==> config.mk <==
export PLATFORM = sky130hd
export DESIGN_NAME = serial_adder
export DESIGN_NICKNAME = d
export VERILOG_FILES = /design/src/rtl/serial_adder.sv
export SDC_FILE = /design/constraint.sdc
export NUM_CORES = 1
export LEC_CHECK = 0
export BUFFER_PORTS_ARGS = -buffer_cell sky130_fd_sc_hd__buf_4
export CAP_MARGIN = 25
export CORE_MARGIN = 10
export CORE_UTILIZATION = 35
export CTS_CLUSTER_DIAMETER = 200
export CTS_CLUSTER_SIZE = 8
export DETAILED_ROUTE_END_ITERATION = 12
export GPL_ROUTABILITY_DRIVEN = 0
export PLACE_DENSITY_LB_ADDON = 0.3
export REMOVE_ABC_BUFFERS = 1
export SYNTH_ARGS = -nofsm -noshare
export SYNTH_HDL_FRONTEND = slang
export SYNTH_SLANG_ARGS = --single-unit
==> constraint.sdc <==
create_clock -name clk -period 1.63 [get_ports clk]
set_clock_uncertainty 0.1 [all_clocks]
set_input_delay 0.326 -clock clk [delete_from_list [all_inputs] [get_ports clk]]
set_output_delay 0.326 -clock clk [all_outputs]
set_load 0.01 [all_outputs]
==> src/rtl/serial_adder.sv <==
// Bit-serial adder: adds two WIDTH-bit unsigned operands LSB-first, one bit
// per clock, through a single full-add cell and a registered carry.
//
// Handshake: start is sampled only while busy=0 (IDLE or DONE). The accepting
// edge captures a/b and raises busy; WIDTH SHIFT steps follow, each emitting
// one s_bit with s_valid=1. The last step lowers busy, pulses done for one
// cycle and updates sum/cout, which then hold until the next result.
module serial_adder #(
  parameter int WIDTH = 8
) (
  input  logic             clk,
  input  logic             rst,
  input  logic             start,
  input  logic [WIDTH-1:0] a,
  input  logic [WIDTH-1:0] b,
  output logic             busy,
  output logic             done,
  output logic [WIDTH-1:0] sum,
  output logic             cout,
  output logic             s_bit,
  output logic             s_valid,
  output logic [1:0]       state_dbg
);

  localparam int CNT_W = $clog2(WIDTH + 1);

  typedef enum logic [1:0] {
    IDLE  = 2'd0,
    SHIFT = 2'd1,
    DONE  = 2'd2
  } state_e;

  state_e             state_q, state_d;
  logic [WIDTH-1:0]   ra_q, ra_d;
  logic [WIDTH-1:0]   rb_q, rb_d;
  logic [WIDTH-1:0]   res_q, res_d;
  logic [WIDTH-1:0]   sum_q, sum_d;
  logic [CNT_W-1:0]   cnt_q, cnt_d;
  logic               c_q, c_d;
  logic               cout_q, cout_d;
  logic               busy_q, busy_d;
  logic               done_q, done_d;
  logic               s_bit_q, s_bit_d;
  logic               s_valid_q, s_valid_d;

  // Full-add cell on the current LSBs and the registered carry.
  logic             s_w;
  logic             c_w;
  logic [WIDTH-1:0] res_shift;

  assign s_w = ra_q[0] ^ rb_q[0] ^ c_q;
  assign c_w = (ra_q[0] & rb_q[0]) | (c_q & (ra_q[0] ^ rb_q[0]));

  // New sum bit enters at the MSB so the first (LSB) bit reaches bit 0
  // after WIDTH steps.
  generate
    if (WIDTH == 1) begin : g_res_w1
      assign res_shift = s_w;
    end else begin : g_res_wn
      assign res_shift = {s_w, res_q[WIDTH-1:1]};
    end
  endgenerate

  // State and datapath registers; reset clears everything.
  always_ff @(posedge clk) begin
    if (rst) begin
      state_q   <= IDLE;
      ra_q      <= '0;
      rb_q      <= '0;
      res_q     <= '0;
      sum_q     <= '0;
      cnt_q     <= '0;
      c_q       <= 1'b0;
      cout_q    <= 1'b0;
      busy_q    <= 1'b0;
      done_q    <= 1'b0;
      s_bit_q   <= 1'b0;
      s_valid_q <= 1'b0;
    end else begin
      state_q   <= state_d;
      ra_q      <= ra_d;
      rb_q      <= rb_d;
      res_q     <= res_d;
      sum_q     <= sum_d;
      cnt_q     <= cnt_d;
      c_q       <= c_d;
      cout_q    <= cout_d;
      busy_q    <= busy_d;
      done_q    <= done_d;
      s_bit_q   <= s_bit_d;
      s_valid_q <= s_valid_d;
    end
  end

  // Next-state and datapath updates; DONE accepts start just like IDLE.
  always_comb begin
    state_d   = state_q;
    ra_d      = ra_q;
    rb_d      = rb_q;
    res_d     = res_q;
    sum_d     = sum_q;
    cnt_d     = cnt_q;
    c_d       = c_q;
    cout_d    = cout_q;
    busy_d    = busy_q;
    done_d    = 1'b0;
    s_bit_d   = s_bit_q;
    s_valid_d = s_valid_q;

    unique case (state_q)
      IDLE, DONE: begin
        state_d   = IDLE;
        busy_d    = 1'b0;
        s_valid_d = 1'b0;
        if (start) begin
          state_d = SHIFT;
          ra_d    = a;
          rb_d    = b;
          c_d     = 1'b0;
          cnt_d   = '0;
          busy_d  = 1'b1;
        end
      end
      SHIFT: begin
        ra_d      = ra_q >> 1;
        rb_d      = rb_q >> 1;
        c_d       = c_w;
        res_d     = res_shift;
        s_bit_d   = s_w;
        s_valid_d = 1'b1;
        cnt_d     = cnt_q + CNT_W'(1);
        if (cnt_q == CNT_W'(WIDTH - 1)) begin
          state_d = DONE;
          busy_d  = 1'b0;
          done_d  = 1'b1;
          sum_d   = res_shift;
          cout_d  = c_w;
        end
      end
      default: begin
        state_d = IDLE;
        busy_d  = 1'b0;
      end
    endcase
  end

  assign busy      = busy_q;
  assign done      = done_q;
  assign sum       = sum_q;
  assign cout      = cout_q;
  assign s_bit     = s_bit_q;
  assign s_valid   = s_valid_q;
  assign state_dbg = state_q;

endmodule

==> impl_metrics.py <==
metrics = {
    "synth": {
        "synth_area_per_cell_sq_um": 9.35,
        "synth_cell_types": 24,
        "synth_warnings": 0,
        "syn_area_sq_mm": 0.00171,
        "yosysTopAreaCell": "dfxtp_1",
        "synth-seq-cells": 41,
        "yosysSeqAreaShare_pct": 48.0,
        "yosys-top-cells-area": "dfxtp_1 48%, a21oi_1 8.2%, nand2b_1 7.7%, a22oi_1 6.1%, nand3_1 5.6%",
        "synth_top_area_share_pct": 48.0,
        "synthCells": 183,
    },
    "timing": {
        "final_max_slew_viol_count": 0,
        "timing.hold.ws_ns": 0.184,
        "hold_violations": 0,
        "worst_pin_slew_ns": 0.326,
        "fin_crit_ns": 1.45,
        "rsz0062_at_grt": "false",
        "slew_headroom_pct": 78.3,
        "fmax_ghz": 0.690,
        "fin_setup_tns_ns": 0,
        "finalSetupViolCount": 0,
        "period_share_pct": 88.9,
    },
    "clocking": {
        "insertion_delay_ns": 0.28,
        "root_buffer": "clkbuf_8",
        "cts_tree": "done",
        "post_cts_resized": 0,
        "clock_path_buffers": 2,
        "ctsHtreeMaxLevel": 2,
        "ctsHoldBuffers": 0,
        "post-cts-setup-buffers": 0,
        "clk_pin_slew_ns": 0.07,
        "cts_sinks": 41,
        "numCtsBuffers": 5,
    },
    "global_routing": {
        "grt_max_degree": 39,
        "grt_pass1_vias": 1326,
        "overflow": 0,
        "grt_pass1_wl_mm": 6.19,
        "grt_usage_pct": 8.91,
        "antenna_found_initial": 0,
    },
    "detailed_routing": {
        "antenna_left": 0,
        "route.detailed.drc": 0,
        "routedWlPerCell_um": 12.7,
        "routed-via-count": 1352,
        "wl_mm": 3.59,
        "routed_via_density": 4.79,
        "drtPass1Iterations": 4,
        "drtIter0Drc": 58,
    },
    "worst_hold_path": {
        "hold_path.class": "in2reg",
    },
    "cells_and_area": {
        "layout-drive-gt1-share_pct": 24.2,
        "nNetsFinal": 236,
        "area_growth_pct": 22.9,
        "diodes": 0,
        "nFillCells": 494,
    },
    "pwr": {
        "irDropWorstVdd_uv": 631,
        "total_power_uw": 2060,
        "power.density_mw_per_mm2": 977,
        "p_leak_uw": 0.000795,
    },
    "setup_path": {
        "setup.worst_path.end_class": "register",
        "worstReg2RegEnd": "sum[2]",
        "critPathCapture": "sum[2]",
        "r2r-start": "cnt_q[0]",
        "r2r_cells": 4,
        "critical_path_class": "reg2reg",
        "arrival_ns": 1.56,
        "worstPathRequired_ns": 1.74,
        "crit_start": "cnt_q[0]",
        "start_kind": "register",
        "reg2reg_setup_slack_ns": 0.18,
        "path_max_fanout": 9,
    },
    "place": {
        "hpwlAfterDp_mm": 2.53,
        "io_buffers": 33,
    },
    "floorplanning": {
        "io_pins": 34,
        "start_util_pct": 36.2,
        "die_h_um": 89.9,
        "rows": 25,
        "core_area_sq_mm": 0.00472,
        "fp.dieArea_sq_mm": 0.00809,
        "die_x_um": 89.9,
    },
    "status": {
        "outcome": "finished clean",
    },
    "job": {
        "cap_violations": 0,
    },
}
-- per-stage QoR --
stage | instances | cell area (sq um) | util [%] | worst slack (ns)
floorplan | 167 | 1610 | - | -0.256
global placement | 275 | 2000 | 42.3 | 0.226
detailed placement | 275 | 2000 | 42.3 | 0.174
CTS | 282 | 2100 | 44.5 | 0.164
global route | 282 | 2100 | 44.5 | 0.0113
finish | 282 | 2100 | 44.5 | 0.182
-- kinds of logic after synthesis --
logic type	after synthesis	share of synthesized area, %
and+or+nand+nor	70	22.2
AOI/OAI and AO/OA	43	15.1
DFF	41	48.0
buffers and inverters	16	6.07
adders and majority gates	2	1.90
muxes	11	6.80
-- per-layer routing --
metal,part of all wire [%],vias up,track usage [%]
met5,0,-,0
met4,0.64,0,3.18
met3,7.0,2,3.91
met2,46,28,14.1
met1,46,628,10.4
li1,-,694,-
-- power breakdown --
| part | internal [uW] | total [uW] | switching (uW) |
|---|---|---|---|
| Clock | 445 | 775 | 330 |
| Sequential | 1040 | 1060 | 21.6 |
| Combinational | 103 | 221 | 118 |
| Total | 1590 | 2060 | 470 |
-- critical path: stages, from the launching register on --
cell and delay, ns:
dfxtp_1 0.36, ha_1 0.20, nand3b_1 0.24, nor2_8 0.27, mux2i_1 0.20
-- cells in the mapped netlist --
cell type	n
mux2_2	1
nor3b_1	2
buf_2	5
nor2_1	2
a22oi_1	14
nand2_1	18
nor3_1	2
buf_6	2
fa_1	1
nand4_1	1
a21oi_1	28
mux2_4	1
dfxtp_1	41
nand3b_1	1
ha_1	1
nand3_1	19
nand2b_1	21
a211oi_2	1
buf_4	6
nor2b_1	2
clkbuf_1	3
nor2_8	1
mux2i_1	9
and2b_1	1
-- how the worst min path moves through the flow --
stage | from | end | slack (ns) | cells after the start
after detailed placement | res_q[1] | res_q[1] | 0.35 | 2
after global placement | res_q[1] | res_q[1] | 0.35 | 2
after global routing | b[7] | rb_q[7] | 0.19 | 3
after CTS | b[7] | rb_q[7] | 0.18 | 3
final | a[7] | ra_q[7] | 0.18 | 3
after floorplan | rst | cnt_q[2] | 0.29 | 1
-- registers in the layout, indices dropped and copies added, names as in the netlist --
signal	flops
s_valid	1
res_q	7
cout	1
ra_q	8
c_q	1
sum	8
state_dbg	2
done	1
rb_q	8
cnt_q	4
-- layout make-up --
cell class	instances	area (sq um)	area share, %
Clock buffer	5	68.8	3.27
Tap cell	67	83.8	3.99
Clock inverter	2	35.0	1.67
Timing Repair Buffer	41	308	14.6
Multi-Input combinational cell	126	787	37.4
Sequential cell	41	821	39.0
-- placed cells by master, fill, tap and decap left out --
cell / n
nor3_1: 2
mux2_2: 1
nand2b_1: 21
and2b_1: 1
nand2_1: 18
a22oi_1: 14
clkbuf_8: 5
ha_1: 1
nand3b_1: 1
mux2i_1: 9
buf_4: 41
clkinv_2: 1
nor2_1: 2
mux2_4: 1
nor2b_1: 2
a21oi_1: 28
nand4_1: 1
fa_1: 1
bufinv_16: 1
nand3_1: 19
nor3b_1: 2
nor2_8: 1
dfxtp_1: 41
a211oi_2: 1
(Power assumes the default switching activity.)
